File: src/rtl/tsc_capture.sv
// Transient storage controller: drives the four-phase req/rdy ADC handshake,
// keeps a circular pre-trigger history and lets a host drain the frozen record.
module tsc_capture #(
  parameter int DATA_W  = 8,
  parameter int DEPTH   = 32,
  parameter int TIMEOUT = 15,
  localparam int AW     = $clog2(DEPTH)
) (
  input  logic              clk,
  input  logic              rst,
  input  logic              start,
  input  logic [DATA_W-1:0] trig_level,
  input  logic [AW-1:0]     post_cnt,
  output logic              req,
  input  logic              rdy,
  input  logic [DATA_W-1:0] dat,
  input  logic              rd_en,
  output logic [DATA_W-1:0] rd_data,
  output logic              rd_valid,
  output logic              busy,
  output logic              done,
  output logic              trig_hit,
  output logic              timeout_err
);

  localparam int TW = $clog2(TIMEOUT + 1);
  localparam logic [AW:0]   FULL     = (AW+1)'(DEPTH);
  localparam logic [TW-1:0] TMO_LAST = TW'(TIMEOUT - 1);

  typedef enum logic [2:0] {IDLE, REQ, ACK, RELEASE, READOUT} state_t;

  state_t            state;
  logic [DATA_W-1:0] mem [DEPTH];
  logic [DATA_W-1:0] lvl;
  logic [AW-1:0]     post_lat;
  logic [AW-1:0]     post_left;
  logic [AW-1:0]     wr_ptr;
  logic [AW-1:0]     rd_ptr;
  logic [AW:0]       fill;
  logic [AW:0]       rd_left;
  logic [TW-1:0]     tmo_cnt;

  // Sample storage needs no reset; contents are only read after a completed capture.
  always_ff @(posedge clk) begin
    if (state == ACK && rdy) mem[wr_ptr] <= dat;
  end

  always_ff @(posedge clk or posedge rst) begin
    if (rst) begin
      state       <= IDLE;
      req         <= 1'b0;
      busy        <= 1'b0;
      done        <= 1'b0;
      trig_hit    <= 1'b0;
      timeout_err <= 1'b0;
      rd_valid    <= 1'b0;
      rd_data     <= '0;
      lvl         <= '0;
      post_lat    <= '0;
      post_left   <= '0;
      wr_ptr      <= '0;
      rd_ptr      <= '0;
      fill        <= '0;
      rd_left     <= '0;
      tmo_cnt     <= '0;
    end else begin
      rd_valid <= 1'b0;
      case (state)
        IDLE: if (start) begin
          // post_cnt is AW bits wide, so it can never exceed DEPTH-1.
          lvl         <= trig_level;
          post_lat    <= post_cnt;
          wr_ptr      <= '0;
          fill        <= '0;
          post_left   <= '0;
          trig_hit    <= 1'b0;
          timeout_err <= 1'b0;
          req         <= 1'b1;
          busy        <= 1'b1;
          state       <= REQ;
        end
        REQ: begin
          tmo_cnt <= '0;
          state   <= ACK;
        end
        ACK: begin
          if (rdy) begin
            wr_ptr <= wr_ptr + AW'(1);
            if (fill != FULL) fill <= fill + (AW+1)'(1);
            if (!trig_hit && dat >= lvl) begin
              trig_hit  <= 1'b1;
              post_left <= post_lat;
            end else if (trig_hit) begin
              post_left <= post_left - AW'(1);
            end
            req     <= 1'b0;
            tmo_cnt <= '0;
            state   <= RELEASE;
          end else if (tmo_cnt == TMO_LAST) begin
            timeout_err <= 1'b1;
            req         <= 1'b0;
            busy        <= 1'b0;
            state       <= IDLE;
          end else begin
            tmo_cnt <= tmo_cnt + TW'(1);
          end
        end
        RELEASE: begin
          if (!rdy) begin
            if (trig_hit && post_left == '0) begin
              // A full buffer has wrapped, so the oldest entry sits at wr_ptr.
              rd_ptr  <= (fill == FULL) ? wr_ptr : '0;
              rd_left <= fill;
              busy    <= 1'b0;
              done    <= 1'b1;
              state   <= READOUT;
            end else begin
              req   <= 1'b1;
              state <= REQ;
            end
          end else if (tmo_cnt == TMO_LAST) begin
            timeout_err <= 1'b1;
            busy        <= 1'b0;
            state       <= IDLE;
          end else begin
            tmo_cnt <= tmo_cnt + TW'(1);
          end
        end
        READOUT: if (rd_en) begin
          rd_data  <= mem[rd_ptr];
          rd_valid <= 1'b1;
          rd_ptr   <= rd_ptr + AW'(1);
          rd_left  <= rd_left - (AW+1)'(1);
          if (rd_left == (AW+1)'(1)) begin
            done  <= 1'b0;
            state <= IDLE;
          end
        end
        default: state <= IDLE;
      endcase
    end
  end

endmodule

File: config.mk
export PLATFORM = sky130hd
export DESIGN_NAME = tsc_capture
export DESIGN_NICKNAME = d
export VERILOG_FILES = /design/src/rtl/tsc_capture.sv
export SDC_FILE = /design/constraint.sdc
export NUM_CORES = 1
export LEC_CHECK = 0
export BUFFER_PORTS_ARGS = -buffer_cell sky130_fd_sc_hd__clkbuf_2
export CORE_MARGIN = 5
export CORE_UTILIZATION = 35
export CTS_CLUSTER_DIAMETER = 30
export DETAILED_ROUTE_END_ITERATION = 8
export PLACE_DENSITY = 0.58
export SYNTH_ARGS = -nofsm -noshare
export SYNTH_HDL_FRONTEND = slang
export SYNTH_SLANG_ARGS = --single-unit
File: constraint.sdc
create_clock -name clk -period 2.22 [get_ports clk]
set_input_delay 0.666 -clock clk [delete_from_list [all_inputs] [get_ports clk]]
set_output_delay 0.666 -clock clk [all_outputs]
set_load 0.005 [all_outputs]
Word-level counts from Yosys, hierarchy flattened
Memory sizes are Yosys's and may differ from the RTL's. A register that Yosys moved wholly into a read port is not among the register bits.
Index checks and enable logic that the tools add are counted.
{ "classes": {"n_mux": 60, "reduce_logical": 23, "n_lt_le_gt_ge": 1, "eq_ne": 22, "n_addsub": 6} }
{ "op_table": {"columns": ["cell", "n"], "rows": [
  ["$mux W5", 9],
  ["$mux W6", 6],
  ["$pmux W5 S2", 3],
  ["$pmux W6 S2", 2],
  ["$reduce_and A4 Y1", 6],
  ["$mux W1", 23],
  ["$mux W3", 7],
  ["$ne A2 B2 Y1 const B", 9],
  ["$pmux W3 S5", 1],
  ["$mux W4", 3],
  ["$pmux W4 S3", 1],
  ["$add A5 B1 Y5 const B", 2],
  ["$reduce_and A5 Y1", 2],
  ["$pmux W1 S3", 3],
  ["$ge A8 B8 Y1", 1],
  ["$add A6 B1 Y6 const B", 1],
  ["$eq A3 B2 Y1 const B", 2],
  ["$eq A6 B1 Y1 const B", 1],
  ["$eq A6 B6 Y1 const B", 1],
  ["$ne A3 B2 Y1 const B", 2],
  ["$ne A6 B6 Y1 const B", 1],
  ["$reduce_and A2 Y1", 3],
  ["$reduce_and A3 Y1", 2],
  ["$reduce_bool A3 Y1", 2],
  ["14 further kinds", 19]
]} }
{ "totals": {"output_inout_bits": 14, "input_bits": 26, "reg_bits": 53, "mem_count": 1, "elab_cells": 128, "ram_bits": 256} }
{ "mem_list": {"columns": ["memory", "words", "width", "rd", "rd_clocked_by_memory_dff", "write_ports", "line", "source"], "rows": [
  ["mem", 32, 8, 1, 1, 1, "33", "logic [DATA_W-1:0] mem [DEPTH];"]
]} }

Depth between registers and ports, before layout
{ "depth": {"depth_word": 5, "ltp_mapped": 9, "ltp_nobuf": 7} }

Least setup slack after synthesis
Ideal clock, no wire load.
{ "synth_timing": {"kind": "input to register", "start": "input rdy", "end": "memory mem[11][0] (enable)", "setup_ns": 0.370, "required_ns": 1.850, "setup_slack_ns": -0.073, "arrival_ns": 1.923, "path_buffers": 2, "stages": 5, "cell_sequence": "clkbuf_1 -> and4bb_2 -> buf_2 -> nand2_1 -> nor2_1"} }
{ "synth_between": {"elab_chain_cells": 3} }
{ "synth_rtl": {"columns": ["element", "line", "source"], "rows": [
  ["from (decl)", "15", "input logic rdy,"],
  ["$logic_and A1 B1 Y1", "45", "if (state == ACK && rdy) mem[wr_ptr] <= dat;"],
  ["$mux W1", "45", null],
  ["$mux W1 (not written as such)", "45", null],
  ["to (decl)", "33", null]
]} }
Every way passes these cells.

==> results.md <==
- Avg Synthesized Cell Area: 15.5 um^2
- Final std cells w/o fill: 1611
- EDFF count, synth: 256
- GPL Wtd Cong: 0.834
- Die area: 42600 um^2
- DP Cell Count: 1470
- Slowest Stage Delay on Critical Path: 0.51 ns
- Most frequent cells after synthesis: 256 x edfxtp_1, 72 x nor2_1, 63 x nand2_1
- First-pass GRT wire length: 49.3 mm
- CTS tree: yes
- # rows: 72
- CP Buf/Inv Count: 1
- CTS H-tree depth: 3
- Initial core utilization: 35.2%
- Detailed placement HPWL: 20.3 mm
- Overall Power: 21.3 mW
- Die height: 206 um
- Area after DPL: 14800 um^2
- Critical path arrival: 2.65 ns
- Via count of the first global-routing pass: 8159
- Vias: 8077
- Worst clock skew: 0.0368 ns
- Mapped Area: 13500 um^2
- CTS root buffer: clkbuf_16
- Synth top area cells: edfxtp_1 57%, dfrtp_1 11%, mux4_2 4.2%, mux2i_1 3.6%, mux2_2 2.3%
- Final setup fails: 0
- Drt pass-1 iters: 5
- Num CTS Buffers: 74
- Top-area cell type share of the netlist area: 57.0%
- Measured slew at the worst slew-check pin: 0.514 ns
- Reg2reg start: rd_ptr[1]$_DFFE_PP0P_
- Multi-input logic area: 3910 um^2
- Max_cap viols: 0
- Routed Antenna Nets: 0
- R2R depth: 6
- Final instance area: 17600 um^2
- Initial antenna violation count: 0
- Iter 0 DRT Violations: 555
- Crit path kind: reg -> reg
- Drt wl/cell: 20.0 um
- Outcome: completed
- Main synth FF type: edfxtp_1
- Crit-path cells: buf_6 -> nor2b_4 -> a22oi_1 -> o221ai_1 -> a221oi_1 -> a22o_1
- RSZ-0062 raised after global routing: no
- R2r setup slk: 0.08 ns
- Slowest stage cell, crit path: dfrtp_4
- Critical path peak fanout: 8
- Die Wd: 206 um
- Top delay family on crit path: compound AO/OA/AOI/OAI gates
- DR vias/cell: 5.01
- Crit. End Element: register
- Core Area: 38400 um^2
- FILL cells: 3361
- Largest net degree at the start of global routing: 62
- Leak: 6.35 nW
- FF+latch count, synth: 317
- Drt drc: 0
- Syn Nets: 920
- Crit path time final: 2.14 ns
- Reg clk slew, reported paths: 0.05 ns
- Max VDD drop: 0.000616 V
- Layout cells sized above 1: 29.8%
- Grt ovf: 0
- Clock Sinks: 317
- Asr flop ratio synth: 19.2%
- Top-Level Pins: 40
- Count leader, synth: edfxtp_1
- Clk_lat worst skew: 0.58 ns
- PwrDens: 1210 nW/um^2
- Slew Limit Fails: 0
- Sequential element share of the synthesized area: 68.3%
- Final Hold Viols: 0
- Worst slew margin: 65.7%
- Critical Path RT: 2.74 ns
- Reg-to-Reg End: rd_data[1]$_DFFE_PP0P_
- WL final: 32.3 mm
- Startpoint Class: register
- IO Port Bufs: 39
- Worst hold-check path type: in -> async
- Tcrit/Tclk final: 96.3%
- Cells after Synth: 873
- Global-route usage over all layers: 15.3%
- CTS Hold Bufs: 0
- Leading area contributor after synthesis: edfxtp_1
- Warnings from Yosys: 0
- Synth cell types: 68
- Nets: 1080
- Fmax: 468 MHz
- Diodes inserted: 0
- Reg area: 9220 um^2
- Max Root-Sink Buffers: 3
- Syn-to-layout area delta: 30.6%
==> where the power goes <==
group | internal, mW | switching (mW)
logic | 1.05 | 1.46
clock network | 8.00 | 3.49
registers | 6.90 | 0.432
total | 16.0 | 5.38
==> worst max-delay path by stage <==
stage / start / to / slack [ns] / cells past startpoint
after floorplan: rdy / mem[11][0]$_DFFE_PP_ / -0.07 / 5
after global placement: dat[2] / post_left[4]$_DFFE_PP0P_ / -0.24 / 9
after detailed placement: dat[2] / post_left[4]$_DFFE_PP0P_ / -0.22 / 9
after CTS: rd_ptr[1]$_DFFE_PP0P_ / rd_data[6]$_DFFE_PP0P_ / 0.007 / 5
after global routing: lvl[2]$_DFFE_PP0P_ / post_left[4]$_DFFE_PP0P_ / 0.02 / 9
final: rd_ptr[1]$_DFFE_PP0P_ / rd_data[1]$_DFFE_PP0P_ / 0.08 / 6
==> stage by stage <==
stage	hold slack (ns)	worst slack (ns)	util, %	TNS [ns]
floorplan	0.446	-0.0729	-	-14.05
global placement	0.475	-0.243	38.6	-0.780
detailed placement	0.466	-0.216	38.6	-0.766
CTS	0.137	0.00740	45.7	0
global route	0.169	0.0225	45.9	0
finish	0.144	0.0829	45.9	0
==> registers in the layout (all words and copies together), names as in the netlist <==
name and count:
mem 256, lvl 8, rd_data 8, fill 6
rd_left 6, post_lat 5, post_left 5, rd_ptr 5
wr_ptr 5, tmo_cnt 4, state 3, busy 1
done 1, rd_valid 1, req 1, timeout_err 1
trig_hit 1
==> routing by layer <==
| layer | part of all wire (%) | track usage [%] |
|---|---|---|
| met5 | 0 | 0 |
| met4 | 2.3 | 5.39 |
| met3 | 7.2 | 3.94 |
| met2 | 45 | 22.8 |
| met1 | 45 | 21.9 |
==> cells by family after synthesis <==
kind of cell,share of synthesized area (%)
flip-flops,68.3
AND/OR/NAND/NOR,7.16
AO/OA/AOI/OAI,7.54
multiplexers,11.5
buffers and inverters,2.89
adder cells (fa/ha/maj),1.95
XOR/XNOR,0.649
==> layout by cell type, fill, tap and decap left out, drive strengths merged, types with 3 or more instances in the layout <==
master | Yosys | routed
nor2b | 14 | 14
nand2 | 63 | 63
bufinv | 0 | 15
nor3 | 8 | 8
ha | 21 | 21
clkinvlp | 0 | 8
nand3 | 11 | 11
xor2 | 5 | 5
inv | 24 | 26
a221o | 3 | 3
edfxtp | 256 | 256
o221ai | 12 | 12
and3 | 3 | 3
mux2i | 49 | 49
buf | 31 | 87
dfrtp | 61 | 61
nand4 | 4 | 4
a22o | 8 | 8
nand2b | 8 | 8
mux2 | 28 | 28
o21ai | 41 | 41
nand3b | 3 | 3
o211ai | 4 | 4
a21oi | 24 | 24
mux4 | 32 | 32
o2111ai | 4 | 4
o31ai | 3 | 3
a22oi | 14 | 14
or3 | 3 | 3
clkbuf | 11 | 126
a221oi | 6 | 6
a211oi | 6 | 6
xnor2 | 5 | 5
o22ai | 5 | 5
nor2 | 72 | 72
clkinv | 0 | 24
==> timing repair <==
action,in CTS,in global routing
resized for setup,0,3
setup buffers,0,5
setup endpoints to repair,0,9
==> worst reg2reg max path, delay by kind of cell, from the launching register on <==
family	cells	cell delay, ns
buf+inv	1	0.19
simple gates	1	0.17
compound gates	4	1.23
flops	1	0.51
==> area by class of cell <==
type	count	share of cell area, %
sequential	317	52.3
timing repair buffer	126	5.90
multi-input combinational	490	22.2
clock inverter	49	4.45
clock buffer	87	10.9
tap	518	3.68
inverter	24	0.511
No activity file was read; power rests on OpenSTA's default activity.
